$ cat config.mk
export PLATFORM = sky130hd
export DESIGN_NAME = align_shift_arbiter
export DESIGN_NICKNAME = d
export VERILOG_FILES = /design/src/rtl/align_shift_arbiter.sv
export SDC_FILE = /design/constraint.sdc
export NUM_CORES = 1
export LEC_CHECK = 0
export CAP_MARGIN = 20
export CORE_ASPECT_RATIO = 1.2
export CORE_MARGIN = 1.5
export CORE_UTILIZATION = 43
export CTS_CLUSTER_DIAMETER = 60
export DETAILED_ROUTE_END_ITERATION = 8
export HOLD_SLACK_MARGIN = 0.08
export MAX_ROUTING_LAYER = met4
export PLACE_DENSITY_LB_ADDON = 0.25
export SKIP_CTS_REPAIR_TIMING = 1
export SYNTH_ARGS = -nofsm -noshare
export SYNTH_HDL_FRONTEND = slang
export SYNTH_SLANG_ARGS = --single-unit
$ cat constraint.sdc
create_clock -name clk -period 9 [get_ports clk]
set_clock_uncertainty 0.2 [all_clocks]
set_input_delay 1.35 -clock clk [delete_from_list [all_inputs] [get_ports clk]]
set_output_delay 1.35 -clock clk [all_outputs]
set_load 0.01 [all_outputs]
$ cat src/rtl/align_shift_arbiter.sv
// align_shift_arbiter: round-robin share of one 24-bit mantissa right shifter with sticky.
// Rev 1.0
`default_nettype none

module align_shift_arbiter #(
  parameter int NUM_REQ = 4,
  parameter int ID_W    = 2
) (
  input  logic                  clk,
  input  logic                  rst_n,
  input  logic [NUM_REQ-1:0]    req_valid,
  output logic [NUM_REQ-1:0]    req_ready,
  input  logic [NUM_REQ*24-1:0] req_mant,
  input  logic [NUM_REQ*8-1:0]  req_amt,
  output logic                  resp_valid,
  input  logic                  resp_ready,
  output logic [23:0]           resp_mant,
  output logic                  resp_sticky,
  output logic [ID_W-1:0]       resp_id,
  output logic [15:0]           stall_cnt
);

  localparam logic [15:0] C_STALL_MAX = 16'hFFFF;

  logic                 resp_valid_q, resp_valid_d;
  logic [23:0]          resp_mant_q, resp_mant_d;
  logic                 resp_sticky_q, resp_sticky_d;
  logic [ID_W-1:0]      resp_id_q, resp_id_d;
  logic [ID_W-1:0]      ptr_q, ptr_d;
  logic [15:0]          stall_q, stall_d;

  logic                 w_free;
  logic                 w_gnt_vld;
  logic [ID_W-1:0]      w_gnt;
  logic [NUM_REQ-1:0]   w_rot;
  logic [23:0]          w_mant;
  logic [7:0]           w_amt;
  logic [23:0]          w_shifted;
  logic [23:0]          w_mask;
  logic                 w_sticky;
  logic                 w_xfer;

  assign w_free = !resp_valid_q || resp_ready;

  // Rotate the valid vector so that bit 0 is the requester at ptr; lowest set bit wins.
  assign w_rot = NUM_REQ'({req_valid, req_valid} >> ptr_q);

  always_comb begin
    int off;
    int sum;
    w_gnt_vld = 1'b0;
    off       = 0;
    for (int j = NUM_REQ - 1; j >= 0; j--) begin
      if (w_rot[j]) begin
        w_gnt_vld = 1'b1;
        off       = j;
      end
    end
    sum = int'(ptr_q) + off;
    if (sum >= NUM_REQ) sum = sum - NUM_REQ;
    w_gnt = ID_W'(sum);
  end

  always_comb begin
    w_mant = '0;
    w_amt  = '0;
    for (int i = 0; i < NUM_REQ; i++) begin
      if (w_gnt == ID_W'(i)) begin
        w_mant = req_mant[i*24 +: 24];
        w_amt  = req_amt[i*8 +: 8];
      end
    end
  end

  always_comb begin
    if (w_amt >= 8'd24) begin
      w_shifted = '0;
      w_mask    = '1;
    end else begin
      w_shifted = w_mant >> w_amt;
      w_mask    = (24'h1 << w_amt) - 24'h1;
    end
    w_sticky = |(w_mant & w_mask);
  end

  assign req_ready = (w_gnt_vld && w_free && rst_n) ? (NUM_REQ'(1) << w_gnt) : '0;
  assign w_xfer    = |req_ready;

  always_comb begin
    resp_valid_d  = resp_valid_q;
    resp_mant_d   = resp_mant_q;
    resp_sticky_d = resp_sticky_q;
    resp_id_d     = resp_id_q;
    ptr_d         = ptr_q;
    stall_d       = stall_q;
    if (w_xfer) begin
      resp_valid_d  = 1'b1;
      resp_mant_d   = w_shifted;
      resp_sticky_d = w_sticky;
      resp_id_d     = w_gnt;
      ptr_d         = (w_gnt == ID_W'(NUM_REQ - 1)) ? '0 : w_gnt + ID_W'(1);
    end else if (resp_ready) begin
      resp_valid_d  = 1'b0;
    end
    if (|req_valid && !w_free && stall_q != C_STALL_MAX) begin
      stall_d = stall_q + 16'd1;
    end
  end

  always_ff @(posedge clk or negedge rst_n) begin
    if (!rst_n) begin
      resp_valid_q  <= 1'b0;
      resp_mant_q   <= '0;
      resp_sticky_q <= 1'b0;
      resp_id_q     <= '0;
      ptr_q         <= '0;
      stall_q       <= '0;
    end else begin
      resp_valid_q  <= resp_valid_d;
      resp_mant_q   <= resp_mant_d;
      resp_sticky_q <= resp_sticky_d;
      resp_id_q     <= resp_id_d;
      ptr_q         <= ptr_d;
      stall_q       <= stall_d;
    end
  end

  assign resp_valid  = resp_valid_q;
  assign resp_mant   = resp_mant_q;
  assign resp_sticky = resp_sticky_q;
  assign resp_id     = resp_id_q;
  assign stall_cnt   = stall_q;

endmodule

`default_nettype wire
# Word level (Yosys, flattened, before mapping)
# Cells that the tools add are included.
dict set report totals {
  ff_bits 46
  in_bits 135
  output_inout_bits 48
  wordCells 57
}
dict set report op_classes {
  n_addsub 5
  magnitude_cmp 2
  eq_ne 4
  shifts 4
  muxes 23
  bitwise_logic 1
  reduce_logical 12
}
# operator n
set op_table {}
lappend op_table {{24-bit two-way mux} 6}
lappend op_table {{32-bit two-way mux} 3}
lappend op_table {{3-bit by 32-bit adder with 32-bit output} 1}
lappend op_table {{32-bit by 4-bit greater-or-equal comparator with 1-bit output (second input constant)} 1}
lappend op_table {{8-bit two-way mux} 4}
lappend op_table {{24-bit bitwise AND} 1}
lappend op_table {{24-bit OR reduction} 1}
lappend op_table {{1-bit by 8-bit << shifter with 24-bit output (first input constant)} 1}
lappend op_table {{24-bit by 8-bit right shift with 24-bit output} 1}
lappend op_table {{24-bit by 1-bit subtractor with 24-bit output (second input constant)} 1}
lappend op_table {{16-bit by 1-bit adder with 16-bit output (second input constant)} 1}
lappend op_table {{16-bit != test (second input constant)} 1}
lappend op_table {{8-bit by 5-bit greater-or-equal comparator with 1-bit output (second input constant)} 1}
lappend op_table {{4-bit OR reduction} 2}
lappend op_table {{8-bit by 2-bit right shift with 4-bit output} 1}
lappend op_table {{1-bit two-way mux} 6}
lappend op_table {{2-bit two-way mux} 3}
lappend op_table {{2-bit == test (second input constant)} 2}
lappend op_table {{1-bit logical AND} 4}
lappend op_table {{4-bit two-way mux} 1}
lappend op_table {{1-bit by 2-bit << shifter with 4-bit output (first input constant)} 1}
lappend op_table {{2-bit by 1-bit adder with 2-bit output (second input constant)} 1}
lappend op_table {{2-bit by 1-bit == test with 1-bit output (second input constant)} 1}
lappend op_table {{1-bit logical NOT} 2}
lappend op_table {{other kinds (4)} 4}

# Longest topological paths before layout
# Gate-level depths: netlist (run 1).
dict set report logic_depth {
  ltp_word 18
  depth_mapped 26
  ltp_nobuf 22
}

# Worst setup path before layout (run 1)
# OpenSTA, ideal clock, no wires.
dict set report synth_timing {
  kind {input port to flip-flop}
  startpoint {in req_valid[1]}
  endpoint {reg resp_sticky_q (netlist: resp_sticky)}
  setup_time_ns 0.086
  t_arrival_ns 5.311
  required_time_ns 8.714
  setup_slack_ns 3.404
  cell_stages 23
  path_buffers 6
  cell_sequence {nand2b_1 o311ai_0 ha_1 xor2_1 xnor2_1 inv_1 ha_1 buf_4 buf_4 nand2_1 nand3_1 nand2_2 buf_2 buf_1 nand3_1 ha_1 clkbuf_1 clkbuf_1 nor3_1 nand3_1 a221oi_1 nor4_1 a32oi_1}
}
dict set report synth_via {
  elab_chain_cells 18
  elab_cells_between_ends 36
  cone_classes {3 x add/sub; 2 x order compare; 3 x eq/ne; 3 x shift; 19 x mux; 1 x bitwise; 5 x reduce/logical}
}
# item line_no
set synth_lines {}
lappend synth_lines {{start: declaration} 11} ;# input logic [NUM_REQ-1:0] req_valid,
lappend synth_lines {{8-bit by 2-bit right shift with 4-bit output (*)} 46} ;# assign w_rot = NUM_REQ'({req_valid, req_valid} >> ptr_q);
lappend synth_lines {{2-bit two-way mux} 54} ;# if (w_rot[j]) begin
lappend synth_lines {{32-bit two-way mux (2 in series)} 54}
lappend synth_lines {{32-bit two-way mux (*)} 54}
lappend synth_lines {{3-bit by 32-bit adder with 32-bit output (*)} 59} ;# sum = int'(ptr_q) + off;
lappend synth_lines {{32-bit by 4-bit greater-or-equal comparator with 1-bit output / 2-bit by 1-bit subtractor with 2-bit output (equally long branches)} 60} ;# if (sum >= NUM_REQ) sum = sum - NUM_REQ;
lappend synth_lines {{2-bit two-way mux (*)} 60}
lappend synth_lines {{named net w_gnt[1]} 34} ;# logic [ID_W-1:0] w_gnt;
lappend synth_lines {{2-bit logical NOT} 68} ;# if (w_gnt == ID_W'(i)) begin
lappend synth_lines {{8-bit two-way mux (4 in series)} 68}
lappend synth_lines {{1-bit by 8-bit << shifter with 24-bit output} 81} ;# w_mask = (24'h1 << w_amt) - 24'h1;
lappend synth_lines {{24-bit by 1-bit subtractor with 24-bit output} 81}
lappend synth_lines {{24-bit two-way mux} 76} ;# if (w_amt >= 8'd24) begin
lappend synth_lines {{24-bit bitwise AND} 83} ;# w_sticky = |(w_mant & w_mask);
lappend synth_lines {{24-bit OR reduction} 83}
lappend synth_lines {{end signal: assignment} 121} ;# resp_sticky_q <= resp_sticky_d;
lappend synth_lines {{end: declaration} 27} ;# logic resp_sticky_q, resp_sticky_d;
# Mark *: on every way through the listed nets, which the timed path passes. The rest lies on a longest branch.
# A chain may end at the register's enable or synchronous reset.

# Worst setup path after layout (run 1)
# Ends and elaborated chain as after synthesis.

==> impl_metrics.csv, run 1 <==
group,metric,value,unit
cts,cts_root_buf,"clkbuf_16",
sta,tns,0,ns
placed_design,dp_hpwl,15.86,mm
synthesis,synth_fp_nets,801,
placed_design,place_area,6724,µm²
floorplanning,row_count,42,
worst_hold_path,hold_depth,2,
global_route,grt_pass1_vias,5868,
floorplanning,start_util,44.18,%
detailed_routing,post_drt_via_cell_ratio,6.412,
global_route,grt_use_total,33.61,%
sta,period_share,78.33,%
sta,drv_slew,0,
synthesis,synth_edf_count,0,
synthesis,ys_types,76,
synthesis,yosys.area.top_type_share,23.61,%
detailed_routing,ant_nets,0,
floorplanning,die_h,119.7,µm
worst_hold_path,holdPathEnd,"resp_mant[15]",
floorplanning,die_w,100.2,µm
finish,fillers,943,
floorplanning,die_area,11990,µm²
synthesis,synthArstFlopShare,100.0,%
worst_hold_path,hold_path.class,"reg -> reg",
synthesis,synth_top_area_cell,"dfrtp_1",
setup_path,r2r-start,"ptr_q[0]",
setup_path,worstPathArrival,7.00,ns
sta,hold_viol,0,
synthesis,ys_seq_area_share,23.61,%
sta,tightest_slew,0.9049,ns
setup_path,r2r-end,"resp_sticky",
placed_design,portBuffers,182,
detailed_routing,drt_pre_antenna_iters,5,
run,max-cap-violations,0,
setup_path,reg2reg_depth,22,
sta,max_freq,0.1419,GHz
synthesis,synth.cell_area,4876,µm²
outcome,status,"finished, final reports clean",
synthesis,ys_seq_elements,46,
detailed_routing,drt_iter0_drc,497,
synthesis,ys_top_cells_by_area,"dfrtp_1 (24%), nand2_1 (8.9%), o21ai_0 (4.4%)",
setup_path,rrSetupSlack,3.09,ns
sta,max-slew-margin-rel,39.12,%
cts,tritoncts,"done",
global_route,grt_max_degree,53,
cts,clk_latency,0.29,ns
worst_hold_path,min_from,"resp_mant[15]",
detailed_routing,vias,6059,
global_route,overflow,0,
cts,clk_pin_slew_worst_paths,0.07,ns
floorplanning,io_pins,183,
global_route,grt_pass1_wl,30.80,mm
detailed_routing,post_drt_wl_per_cell,20.98,µm
synthesis,synth_ff_type,"dfrtp_1",
finish,finalInstanceArea,6902,µm²
finish,final_nets,954,
synthesis,yosysWarnings,0,
cts,cts_buffers,5,
sta,setup_viol,0,
global_route,antenna_found_initial,0,
cts,cts_buffer_depth,2,
placed_design,gp_congestion,0.9510,
floorplanning,coreArea,11040,µm²
cts,clock-sinks,46,
setup_path,worst-setup-path-type,"in -> reg",
setup_path,startpoint_type,"primary input",
sta,layout_min_cycle_time,7.050,ns
setup_path,crit_fanout,25,
finish,n_antenna_cell,0,
finish,drive_gt1_share,6.027,%
synthesis,netlist_instances,659,
setup_path,endpoint_kind,"flop",
setup_path,worstPathRequired,8.95,ns
sta,rsz0062_at_grt,"no",
cts,htreeDepth,2,
finish,syn2layout_area_growth,41.54,%
detailed_routing,routed_wl,19.83,mm
synthesis,syn_avg_cell_area,7.399,µm²
detailed_routing,drc,0,
==> cells in the mapped netlist, drive strengths merged (10+ instances only) <==
cell	number
nand2	116
dfrtp	46
o221ai	11
nand3	23
o21ai	50
a211oi	16
o22ai	13
mux2i	18
clkbuf	16
nand3b	13
buf	36
nor2	50
a21oi	37
o211ai	22
inv	10
nor3	14
xnor2	11
==> worst max path at each step <==
stage / end / from / depth (start not counted)
after floorplan: resp_sticky / req_valid[1] / 23
after global placement: resp_sticky / req_valid[1] / 22
after detailed placement: resp_sticky / req_valid[1] / 22
after CTS: resp_sticky / req_valid[1] / 22
after global routing: resp_sticky / req_valid[1] / 22
final: resp_sticky / req_valid[1] / 22
==> critical path: stages <==
cell and delay (ns):
clkdlybuf4s50_1 0.53, nand2b_1 0.17, o21ai_0 0.09, o21ai_0 0.16, o311ai_0 0.17, ha_1 0.23
xor2_1 0.15, xnor2_1 0.26, ha_1 0.21, buf_4 0.25, inv_1 0.38, o32a_1 0.50
a222oi_1 0.33, and2_1 0.40, nand3_1 0.13, ha_1 0.46, a21boi_0 0.24, a31oi_1 0.20
a311oi_1 0.08, nor4_1 0.37, and4_1 0.24, a32oi_1 0.09
==> area by class of cell <==
| cell class | instances | area, µm² | share of cell area [%] |
|---|---|---|---|
| multi-input cells | 551 | 3441 | 49.85 |
| repair buffers | 198 | 1957 | 28.35 |
| flip-flops and latches | 46 | 1151 | 16.68 |
| well taps | 132 | 165.2 | 2.393 |
| clock buffers | 5 | 125.1 | 1.813 |
| inverters | 10 | 37.54 | 0.5439 |
| clock inverters | 3 | 25.02 | 0.3626 |
==> metal layers <==
layer	GRT usage (%)	wire length [µm]
met1	39.81	7868
met3	2.796	1210
met5	-	0
met2	56.51	9726
met4	17.78	1022
==> flip-flops by register name, indices dropped and copies added (netlist names) <==
name,cells
resp_sticky,1
stall_cnt,16
resp_valid,1
resp_mant,24
resp_id,2
ptr_q,2
==> per-stage QoR <==
| step | utilization, % | setup slack (ns) | hold WS, ns | instances |
|---|---|---|---|---|
| floorplan | - | 3.404 | 0.3070 | 659 |
| global placement | 60.93 | 1.950 | 0.2564 | 936 |
| detailed placement | 60.93 | 1.686 | 0.2602 | 936 |
| CTS | 62.29 | 1.973 | 0.2752 | 944 |
| global route | 62.54 | 1.432 | 0.3127 | 945 |
| finish | 62.54 | 1.950 | 0.2683 | 945 |
==> kinds of logic (layout without fill, tap and decap cells) <==
| logic type | Yosys count | count (layout) | share of synthesized area, % |
|---|---|---|---|
| mux | 23 | 23 | 4.850 |
| fa+ha+maj | 7 | 7 | 1.796 |
| buf+inv | 62 | 216 | 6.159 |
| simple gates | 263 | 263 | 24.97 |
| flops | 46 | 46 | 23.61 |
| compound gates | 239 | 239 | 35.21 |
| xor+xnor | 19 | 19 | 3.413 |
==> layout by cell type, fill, tap and decap left out, types with 13 or more instances in the layout <==
cell type,instances
mux2i_1,18
nand3_1,23
buf_4,15
o211ai_1,22
dfrtp_1,46
a21oi_1,37
a211oi_1,16
clkdlybuf4s50_1,181
nand3b_1,13
o21ai_0,43
nand2_1,115
o22ai_1,13
nor3_1,14
nor2_1,48
Power of run 1 is not shown: default switching activity piles up to over one toggle a cycle in this logic, so the estimate is an artifact.
==> run 2, diff against run 1 <==
--- a/config.mk
+++ b/config.mk
@@ -8,7 +8,7 @@
 export CAP_MARGIN = 20
 export CORE_ASPECT_RATIO = 1.2
 export CORE_MARGIN = 1.5
-export CORE_UTILIZATION = 43
+export CORE_UTILIZATION = 41
 export CTS_CLUSTER_DIAMETER = 60
 export DETAILED_ROUTE_END_ITERATION = 8
 export HOLD_SLACK_MARGIN = 0.08
==> constraint.sdc (replaced) <==
create_clock -name clk -period 6.3 [get_ports clk]
set_clock_uncertainty 0.2 [all_clocks]
set_input_delay 0.945 -clock clk [delete_from_list [all_inputs] [get_ports clk]]
set_output_delay 0.945 -clock clk [all_outputs]
set_load 0.01 [all_outputs]
==> impl_metrics.csv, run 2 (synthesized netlist as in run 1, its figures left out) <==
group,metric,value,unit
sta,rsz0062_at_grt,"no",
floorplanning,coreArea,11570,µm²
sta,layout_min_cycle_time,5.801,ns
worst_hold_path,hold_depth,2,
cts,clock-sinks,46,
global_route,grt_use_total,32.76,%
cts,htreeDepth,2,
outcome,status,"finished, final reports clean",
detailed_routing,post_drt_wl_per_cell,20.08,µm
detailed_routing,drt_pre_antenna_iters,5,
run,max-cap-violations,0,
worst_hold_path,min_from,"resp_id[0]",
global_route,overflow,0,
cts,cts_buffers,5,
finish,layout_common_cells,"clkdlybuf4s50_1 (181), nand2_1 (115), nor2_1 (48)",
floorplanning,die_h,122.5,µm
cts,cts_buffer_depth,2,
sta,period_share,92.08,%
finish,largest_reg_flops,24,
detailed_routing,drc,0,
setup_path,reg2reg_depth,21,
finish,multiInputGateArea,3441,µm²
setup_path,crit_fanout,19,
setup_path,worstPathRequired,6.31,ns
finish,fillers,1071,
placed_design,portBuffers,182,
floorplanning,io_pins,183,
global_route,grt_max_degree,47,
detailed_routing,post_drt_via_cell_ratio,6.099,
cts,cts_root_buf,"clkbuf_16",
setup_path,crit_start,"req_valid[1]",
setup_path,worst-setup-path-type,"in -> reg",
detailed_routing,ant_nets,0,
finish,final_nets,969,
cts,clk_latency,0.29,ns
detailed_routing,routed_wl,19.78,mm
detailed_routing,vias,6008,
sta,max-slew-margin-rel,46.85,%
placed_design,dp_hpwl,15.81,mm
setup_path,startpoint_type,"primary input",
setup_path,endpoint_kind,"flop",
global_route,grt_pass1_vias,5848,
sta,tightest_slew,0.7911,ns
setup_path,worstPathArrival,5.81,ns
setup_path,critical-path-top-delay-family,"compound AO/OA/AOI/OAI gates",
sta,hold_viol,0,
cts,clk_pin_slew_worst_paths,0.07,ns
detailed_routing,drt_iter0_drc,455,
cts,tritoncts,"done",
setup_path,cpMostUsedCell,"ha_1",
sta,setup_viol,0,
setup_path,max_stage_delay,0.54,ns
floorplanning,row_count,43,
setup_path,rrSetupSlack,1.22,ns
global_route,grt_pass1_wl,30.82,mm
sta,tns,0,ns
finish,regArea,1151,µm²
placed_design,gp_congestion,0.9961,
setup_path,r2r-start,"ptr_q[0]",
setup_path,crit_chain,"clkdlybuf4s50_1 > nand2b_1 > o21ai_0 > o21ai_0 > o311ai_0 > ha_1 > xor2_1 > xnor2_1 > ha_1 > buf_4 > nor2_1 > o211ai_1 > a222oi_1 > and2_1 > nand3_1 > ha_1 > buf_4 > nor3_1 > nand3_1 > a221oi_1 > nor4_1 > a32oi_1",
floorplanning,start_util,42.15,%
setup_path,path_depth,22,
floorplanning,die_area,12560,µm²
floorplanning,die_w,102.6,µm
finish,syn2layout_area_growth,44.09,%
global_route,antenna_found_initial,0,
sta,max_freq,0.1724,GHz
finish,drive_gt1_share,7.729,%
setup_path,crit_buf_inv,3,
setup_path,slowest_stage,"clkdlybuf4s50_1",
finish,n_antenna_cell,0,
sta,drv_slew,0,
worst_hold_path,hold_path.class,"reg -> reg",
finish,layout_commonest_cell,"clkdlybuf4s50_1",
[run 2: cell count changes in the layout (fill, tap and decap cells not counted)]
cell	previous run	this run
o311ai_0	4	3
buf_4	15	31
o311ai_1	0	1
buf_16	1	0
[run 2: path summary, 6_finish.rpt]
check,to
max in group asynchronous,resp_mant[16]
worst min-delay path,resp_id[0]
worst max-delay path,resp_sticky
worst min register to register,resp_id[0]
worst max register to register,resp_sticky
min in group asynchronous,stall_cnt[7]
[run 2: tightest hold or removal path: cells and delay by family (launching register included)]
kind / cells / cell delay [ns]
flip-flops: 1 / 0.34
AO/OA/AOI/OAI: 1 / 0.06
AND/OR/NAND/NOR: 1 / 0.04
[run 2: per-layer routing]
layer	GRT usage, %	share of wire (%)	vias up	wire length (µm)
li1	-	-	2810	-
met1	39.79	40	2817	7969
met2	55.46	50	330	9814
met3	3.075	6.8	51	1344
met4	13.27	3.3	0	655
met5	-	0	-	0
[run 2: through the flow]
stage          setup slack [ns]  cells  hold WS, ns  instance area (µm²)  util [%]
2_1_floorplan             1.109    659       0.3070                 4876         -
3_3_place_gp             0.6013    977       0.2617                 6875     59.44
3_5_place_dp             0.3147    977       0.2674                 6875     59.44
4_1_cts                  0.6082    985       0.2835                 7025     60.74
5_1_grt                 0.05263    985       0.3166                 7025     60.74
6_report                 0.4991    985       0.2789                 7025     60.74
[run 2: cell type report]
| type | instances | share of cell area (%) |
|---|---|---|
| inverter | 10 | 0.5343 |
| tap | 157 | 2.796 |
| timing repair buffer | 213 | 29.17 |
| sequential | 46 | 16.38 |
| clock buffer | 5 | 1.781 |
| multi-input combinational | 551 | 48.98 |
| clock inverter | 3 | 0.3562 |
Power of run 2 is left out for the same reason.
==> run 3, diff against run 2 <==
--- a/config.mk
+++ b/config.mk
@@ -15,6 +15,7 @@
 export MAX_ROUTING_LAYER = met4
 export PLACE_DENSITY_LB_ADDON = 0.25
 export SKIP_CTS_REPAIR_TIMING = 1
+export SKIP_LAST_GASP = 1
 export SYNTH_ARGS = -nofsm -noshare
 export SYNTH_HDL_FRONTEND = slang
 export SYNTH_SLANG_ARGS = --single-unit
==> results of run 3 <==
No change in the layout: final DEF, timing and power equal those of run 2.
Power of run 3 is left out for the same reason.
